`config.mk`:
```
export PLATFORM = sky130hd
export DESIGN_NAME = vga_write_arbiter
export DESIGN_NICKNAME = d
export VERILOG_FILES = /design/src/rtl/vga_write_arbiter.sv
export SDC_FILE = /design/constraint.sdc
export NUM_CORES = 1
export LEC_CHECK = 0
export ABC_AREA = 1
export CAP_MARGIN = 40
export CORE_MARGIN = 2
export CORE_UTILIZATION = 33
export DETAILED_ROUTE_END_ITERATION = 10
export REMOVE_ABC_BUFFERS = 1
export SYNTH_ARGS = -nofsm -noshare
export SYNTH_HDL_FRONTEND = slang
export SYNTH_SLANG_ARGS = --single-unit
```
`constraint.sdc`:
```
create_clock -name clk -period 1.86 [get_ports clk]
set_input_delay 0.279 -clock clk [delete_from_list [all_inputs] [get_ports clk]]
set_output_delay 0.279 -clock clk [all_outputs]
set_load 0.02 [all_outputs]
```
`src/rtl/vga_write_arbiter.sv`:
```
// rtl/vga_write_arbiter.sv - arbitrates drawing engines onto the single VGA pixel-write port (optional ARB_ROUND_ROBIN_EN)
module vga_write_arbiter #(
    parameter int N        = 4,
    parameter int COLOUR_W = 3,
    parameter int MAX_HOLD = 20000
) (
    input  logic                  clk,
    input  logic                  resetn,
    input  logic [N-1:0]          req,
    input  logic [N-1:0]          valid,
    input  logic [8*N-1:0]        x_in,
    input  logic [7*N-1:0]        y_in,
    input  logic [COLOUR_W*N-1:0] colour_in,
    output logic [N-1:0]          grant,
    output logic                  busy,
    output logic                  timeout,
    output logic [7:0]            vga_x,
    output logic [6:0]            vga_y,
    output logic [COLOUR_W-1:0]   vga_colour,
    output logic                  vga_plot,
    output logic [15:0]           pixel_count
);

    localparam int IW = (N > 1) ? $clog2(N) : 1;
    localparam logic [15:0] HOLD_LAST = (MAX_HOLD > 0) ? 16'(MAX_HOLD - 1) : 16'hFFFF;

    typedef enum logic [1:0] {
        S_IDLE    = 2'd0,
        S_OWN     = 2'd1,
        S_RELEASE = 2'd2
    } state_t;

    state_t                r_state;
    state_t                w_state_n;
    logic [N-1:0]          r_grant;
    logic [IW-1:0]         r_owner;
    logic [15:0]           r_hold;
    logic                  r_timeout;
    logic [7:0]            r_vga_x;
    logic [6:0]            r_vga_y;
    logic [COLOUR_W-1:0]   r_vga_colour;
    logic                  r_vga_plot;
    logic [15:0]           r_count;

    logic [IW-1:0]         w_win;
    logic                  w_load;
    logic                  w_timeout_n;
    logic                  w_hold_hit;
    logic                  w_oreq;
    logic                  w_ovalid;
    logic [7:0]            w_ox;
    logic [6:0]            w_oy;
    logic [COLOUR_W-1:0]   w_oc;
    logic                  w_in_range;

`ifdef ARB_ROUND_ROBIN_EN
    logic [IW-1:0]         r_ptr;
    logic [IW-1:0]         w_idx;
    logic                  w_found;

    // Round robin: first requester after the pointer, searching cyclically
    always_comb begin
        w_win   = '0;
        w_found = 1'b0;
        w_idx   = '0;
        for (int k = 1; k <= N; k++) begin
            w_idx = IW'((int'(r_ptr) + k) % N);
            if (!w_found && req[w_idx]) begin
                w_found = 1'b1;
                w_win   = w_idx;
            end
        end
    end

    // Pointer follows the most recent winner
    always_ff @(posedge clk) begin
        if (!resetn) begin
            r_ptr <= IW'(N - 1);
        end else if (w_load) begin
            r_ptr <= w_win;
        end
    end
`else
    // Fixed priority: lowest requesting index wins
    always_comb begin
        w_win = '0;
        for (int i = N - 1; i >= 0; i--) begin
            if (req[i]) begin
                w_win = IW'(i);
            end
        end
    end
`endif

    // Select the owner's request, valid and pixel slice
    always_comb begin
        w_oreq   = 1'b0;
        w_ovalid = 1'b0;
        w_ox     = '0;
        w_oy     = '0;
        w_oc     = '0;
        for (int i = 0; i < N; i++) begin
            if (r_owner == IW'(i)) begin
                w_oreq   = req[i];
                w_ovalid = valid[i];
                w_ox     = x_in[8*i +: 8];
                w_oy     = y_in[7*i +: 7];
                w_oc     = colour_in[COLOUR_W*i +: COLOUR_W];
            end
        end
    end

    assign w_in_range = (w_ox < 8'd160) && (w_oy < 7'd120);
    assign w_hold_hit = (MAX_HOLD != 0) && (r_hold == HOLD_LAST);

    // Next-state logic: grant from IDLE, release on req drop or hold limit
    always_comb begin
        w_state_n   = r_state;
        w_load      = 1'b0;
        w_timeout_n = 1'b0;
        case (r_state)
            S_IDLE: begin
                if (|req) begin
                    w_state_n = S_OWN;
                    w_load    = 1'b1;
                end
            end
            S_OWN: begin
                if (!w_oreq || w_hold_hit) begin
                    w_state_n   = S_RELEASE;
                    w_timeout_n = w_oreq && w_hold_hit;
                end
            end
            S_RELEASE: begin
                w_state_n = S_IDLE;
            end
            default: begin
                w_state_n = S_IDLE;
            end
        endcase
    end

    // State, grant, owner and hold counter registers
    always_ff @(posedge clk) begin
        if (!resetn) begin
            r_state   <= S_IDLE;
            r_grant   <= '0;
            r_owner   <= '0;
            r_hold    <= '0;
            r_timeout <= 1'b0;
        end else begin
            r_state   <= w_state_n;
            r_timeout <= w_timeout_n;
            if (w_load) begin
                r_grant <= {{(N-1){1'b0}}, 1'b1} << w_win;
                r_owner <= w_win;
                r_hold  <= '0;
            end else if (r_state == S_OWN) begin
                r_hold <= r_hold + 16'd1;
                if (w_state_n == S_RELEASE) begin
                    r_grant <= '0;
                end
            end
        end
    end

    // Registered pixel output stage and burst pixel counter
    always_ff @(posedge clk) begin
        if (!resetn) begin
            r_vga_x      <= '0;
            r_vga_y      <= '0;
            r_vga_colour <= '0;
            r_vga_plot   <= 1'b0;
            r_count      <= '0;
        end else begin
            r_vga_plot <= 1'b0;
            if (w_load) begin
                r_count <= '0;
            end else if (r_state == S_OWN && w_ovalid && w_in_range) begin
                r_vga_x      <= w_ox;
                r_vga_y      <= w_oy;
                r_vga_colour <= w_oc;
                r_vga_plot   <= 1'b1;
                if (r_count != 16'hFFFF) begin
                    r_count <= r_count + 16'd1;
                end
            end
        end
    end

    assign grant       = r_grant;
    assign busy        = (r_state != S_IDLE);
    assign timeout     = r_timeout;
    assign vga_x       = r_vga_x;
    assign vga_y       = r_vga_y;
    assign vga_colour  = r_vga_colour;
    assign vga_plot    = r_vga_plot;
    assign pixel_count = r_count;

endmodule

```
Yosys cells after proc, flatten, opt, wreduce, memory -nomap -nowiden:

Index checks and enable logic that the tools add are counted.

* flip-flop bits (word level): 60
* bits of input ports: 82
* output and inout port bits: 41
* logic and storage cells: 74

* add/sub/neg operators: 2
* magnitude comparators: 2
* equality and inequality tests: 7
* shift-type cells: 1
* muxes and demuxes: 33
* bitwise logic cells: 2
* reduce and logical (&&, ||, !) cells: 17

Operators with widths (number)
* adder 16 x 1 -> 16 bit, second input constant: 2
* two-way mux 8 bit: 4
* two-way mux 7 bit: 4
* == test 16 x 15 -> 1 bit, second input constant: 1
* != test 16 bit, second input constant: 1
* two-way mux 2 bit: 6
* two-way mux 3 bit: 4
* two-way mux 4 bit: 3
* two-way mux 1 bit: 11
* less-than comparator 8 bit, second input constant: 1
* less-than comparator 7 bit, second input constant: 1
* == test 2 bit, second input constant: 3
* AND reduction 2 bit: 3
* nonzero test 2 bit: 3
* == test 2 x 1 -> 1 bit, second input constant: 2
* logical AND 1 bit: 4
* logical NOT 2 bit: 2
* one-hot mux 2 bit (2 select lines): 1
* OR reduction 4 bit: 1
* left shift 1 x 2 -> 4 bit, first input constant: 1
* AND reduction 3 bit: 1
* inverter 1 bit: 2
* OR reduction 2 bit: 1
* logical NOT 1 bit: 1
* logical OR 1 bit: 1

Depth between registers and ports, before layout:

Gate-level depths: netlist of run 1.

* depth after elaboration: 13
* gate-level depth with buffers: 13
* depth with buffers taken out: 12

Worst setup path before layout of run 1:

OpenSTA, ideal clock, no wires.

* kind: reg-to-reg
* start: register r_count[0] (netlist: pixel_count[0])
* end: register r_count[10] (netlist: pixel_count[10])
* setup time: 0.070 ns
* arrival time: 1.827 ns
* required time: 1.790 ns
* setup slack: -0.038 ns
* stages on the path, launching flop included: 11
* buffers on the path: 1
* period minus slack after synthesis: 1.898 ns
* path through: dfxtp_1 -> ha_1 -> nand2_1 -> nor3_4 -> nand2_1 -> nor2_1 -> nand2_2 -> nand4_4 -> buf_6 -> nand2_1 -> a21oi_1

* cells in the longest elaborated chain, start to end: 2
* elaborated cells on any way between the ends: 3
* classes of those cells: add/sub: 1; eq/ne: 1; reduce/logical: 1

RTL lines
* start, declared: RTL line 43 `logic [15:0] r_count;`
* start signal, assigned: RTL line 185 `r_count <= r_count + 16'd1;`
* branches (longest 2 deep; another with adder 16 x 1 -> 16 bit)

Several ways; the timed one is not identified.
A chain may end at the register's enable or synchronous reset.

Worst setup path after layout of run 1:

* start: register r_owner[0]
* end: register r_count[14] (netlist: pixel_count[14])

* cells in the longest elaborated chain, start to end: 9
* elaborated cells on any way between the ends: 22
* classes of those cells: order compare: 2; eq/ne: 3; mux: 12; reduce/logical: 5

RTL lines
* start, declared: RTL line 36 `logic [IW-1:0] r_owner;`
* start signal, assigned: RTL line 156 `r_owner <= w_win;`
* logical NOT 2 bit: RTL line 103 `if (r_owner == IW'(i)) begin`
* two-way mux 8 bit / two-way mux 7 bit (equally long branches) (4 in series): RTL line 103
* less-than comparator 8 bit / less-than comparator 7 bit (equally long branches): RTL line 113 `assign w_in_range = (w_ox < 8'd160) && (w_oy < 7'd120);`
* logical AND 1 bit: RTL line 113
* logical AND 1 bit *: RTL line 179 `end else if (r_state == S_OWN && w_ovalid && w_in_range) begin`
* AND reduction 2 bit (no line) *

Mark *: on every way between the ends. The rest lies on a longest branch, timed or not.

==> impl_results.md, run 1 <==
* PwrDens at 654 nW/um2
* Setup WS post-layout at 0.0202 ns
* Antenna Cells at 0
* Syn avg cell area at 6.46 um2
* Iter 0 DRT Violations at 227
* Internal power at 2.49 mW
* Critical R2R Capture: pixel_count[14]
* Slew margin rel. at 0.783
* Leak pwr at 2.19 nW
* Data arrival, critical path at 2.06 ns
* Grt ovf at 0
* Sequential area share after synthesis at 0.355
* PortBufs at 122
* Die Wd at 105 um
* Drt via density at 4.87
* Top-level port count at 123
* Post-synth cell types at 37
* Total GRT Usage at 0.201
* Rows at 36
* WHS Path Cells at 2
* DRC errors left at 0
* Fin nets at 773
* HP Start: vga_y[3]
* Async SR Flop Fraction at 0
* CTS Buffer Depth at 2
* Clock Sinks at 60
* TritonCTS clock tree: done
* Crit. End Element: flip-flop
* DR pass1 iterations at 4
* Number of enable flip-flop cells after synthesis at 0
* First-pass GRT wire length at 18100 um
* Logic pwr share at 0.333
* Most common cell in the netlist: nand2_1
* Worst Skew at 0.00844 ns
* Pre-CTS setup slack at -0.264 ns
* Worst Tran Pin Value at 0.324 ns
* Core area at 9860 um2
* Reg-to-reg setup timing slack at 0.02 ns
* Sequential group share of total power at 0.382
* CTS hold repair buffers at 0
* CTS Buf Count at 9
* Fillers at 933
* Detailed Place HPWL at 8480 um
* Initial antenna violation count at 0
* Post-route antenna net violation count at 0
* Final setup fails at 0
* Final Critical Period at 1.84 ns
* Clk_lat worst skew at 0.34 ns
* Top_reg_cell synth: dfxtp_1
* IR drop worst, VDD at 0.313 mV
* Status: completed
* GP Congestion at 0.883
* Chip Height at 105 um
* RSZ-0062 raised after global routing: yes
* Slowest CP cell: dfxtp_4
* Crit path top cell by count: nand2_4
* Flops & latches, synth at 60
* Crit Reg-Reg Startpoint: r_owner[0]
* Yosys Warn Count at 0
* Final Util at 0.563
* Reg2reg path depth at 12
* Wire per inst at 13.8 um
* Top cells by area, synth: dfxtp_1 (35%), nand2_1 (20%), nand4_1 (6.3%), inv_1 (5.4%), nand3_1 (5.3%)
* DR vias at 4022
* Crit path kind: flip-flop to flip-flop
* Pin count of the biggest net entering global routing at 21
* Vias in the first global route at 3821
* Total net switching power at 1.14 mW
* Commonest cells in the netlist: nand2_1 (177), dfxtp_1 (60), inv_1 (49)
* Final period util at 0.989
* Area of the multi-input gates at 2060 um2
* # H-tree levels at 3
* Synth top area share at 0.355
* Final Hold Fails at 0
* Cells after Synth at 524
* Syn-to-layout area delta at 63.9%
* Sw Ratio at 0.314
* Critical Path RT at 2.08 ns
* Proportion of layout cells with a drive suffix above 1 at 0.176
* Worst hold margin at 0.461 ns
* Type of origin of the critical path: flip-flop
* Maximum clock frequency at 544 MHz
* Initial Util at 0.343
* CP cell instances: inv_6, or2_1, nand3_1, nand2_2, nand2_4, buf_6, inv_2, nand2_4, nand4_4, clkbuf_16, nand2_1, a21oi_1
* Post-synth top area cell: dfxtp_1
* Post-Syn Area at 3390 um2
* Worst-path clk slew at 0.07 ns
* Sequential cell area at 1210 um2
* Final slew viol count at 0
* CP Max Fanout at 7
* Clk pwr share at 0.285
* Routed WL at 11400 um
* Crit path to: pixel_count[14]
* CTS root buffer: clkbuf_8
* Area after DPL at 5000 um2
* Post-Layout Inst Area at 5550 um2
* Crit-path max cell delay at 0.41 ns
* Worst Setup SP: r_owner[0]
* Worst hold path type: flip-flop to flip-flop
* Die area at 11100 um2
* Max cap viols at 0
-- area by class of cell --
cell class,instances,share of cell area
Clock buffer,13,0.0286
Timing Repair Buffer,174,0.312
Clock inverter,2,0.00180
Inverter,54,0.0385
Sequential cell,60,0.218
Tap cell,133,0.0300
Multi-Input combinational cell,390,0.371
-- per-stage QoR --
stage,power [mW],TNS [ns],instances
floorplan,1.86,-13.85,504
global placement,2.44,-5.45,799
detailed placement,2.45,-6.61,799
CTS,3.49,0,814
global route,3.82,-0.822,826
finish,3.63,0,826
-- cells by family (layout without fill, tap and decap cells) --
| group | Yosys count | after routing | synth area share |
|---|---|---|---|
| buf+inv | 74 | 243 | 0.0946 |
| flops | 60 | 60 | 0.355 |
| xor+xnor | 14 | 14 | 0.0362 |
| fa+ha+maj | 2 | 2 | 0.00739 |
| simple gates | 318 | 318 | 0.418 |
| compound gates | 56 | 56 | 0.0890 |
-- state kept, by name, indices dropped and copies added (netlist names) --
name         cells
grant            4
pixel_count     16
r_hold          16
r_owner          2
r_state          2
timeout          1
vga_colour       3
vga_plot         1
vga_x            8
vga_y            7
-- cells in the final DEF (no fill, tap or decap), types with 2 or more instances in the layout --
cell               n
nor2_4             6
buf_8              2
inv_4              2
buf_6             10
nand2_2           14
a21oi_1           26
nor2_1            37
nand3_1           32
clkdlybuf4s50_1  122
nand2_1          159
a31oi_1            2
nor2_2             3
o21ai_1            3
ha_2               2
clkbuf_8          11
a21oi_2            6
dfxtp_4            2
nand3_2            4
buf_12             4
or2_1              3
dfxtp_1           58
buf_4             35
nand3b_1           2
inv_1             48
xor2_1             9
xnor2_1            5
nand2_4            7
nor3_1            11
clkbuf_1           2
nand4_1           34
clkinv_2           3
inv_2              2
o21ai_0           10
-- power by group through the flow --
stage	Sequential [mW]	Combinational, mW	Clock, mW
final	1.39	1.21	1.03
after global routing	1.40	1.31	1.12
after CTS	1.38	1.05	1.06
after detailed placement	1.41	1.04	0
after global placement	1.41	1.03	0
after floorplan	1.47	0.384	0
-- routing by layer --
metal  track usage  vias to the layer above  share of wire  routed length, um
met5             0                        -              0                  0
met4        0.0552                        0          0.011                129
met2         0.338                      126           0.47               5300
li1              -                     2041              -                  -
met1         0.257                     1844           0.46               5180
met3        0.0470                       11          0.068                776
-- repair_timing --
action | in CTS | in global routing
gates resized for setup | 8 | 73
buffers inserted | 0 | 11
pin swaps | 0 | 23
cloned | 0 | 1
endpoints found under the hold margin | 0 | 0
endpoints found under the setup margin | 32 | 43
-- worst max-delay path, delay by kind of cell (launching register included) --
kind            cells  cell delay (ns)
flops               1             0.41
simple gates        7             0.83
buf+inv             4             0.43
compound gates      1             0.06
-- worst min path at each step --
stage,to,slack [ns]
after floorplan,grant[0],0.39
after global placement,vga_y[4],0.45
after detailed placement,vga_x[7],0.46
after CTS,vga_x[7],0.47
after global routing,vga_x[1],0.49
final,vga_y[3],0.46
Power figures use the tool's default switching activity.
==> inputs of run 2 (changes only) <==
--- a/config.mk
+++ b/config.mk
@@ -10,6 +10,7 @@
 export CORE_MARGIN = 2
 export CORE_UTILIZATION = 33
 export DETAILED_ROUTE_END_ITERATION = 10
+export GPL_TIMING_DRIVEN = 1
 export REMOVE_ABC_BUFFERS = 1
 export SYNTH_ARGS = -nofsm -noshare
 export SYNTH_HDL_FRONTEND = slang
==> results of run 2 <==
No change in the layout: final DEF, timing and power equal those of run 1.
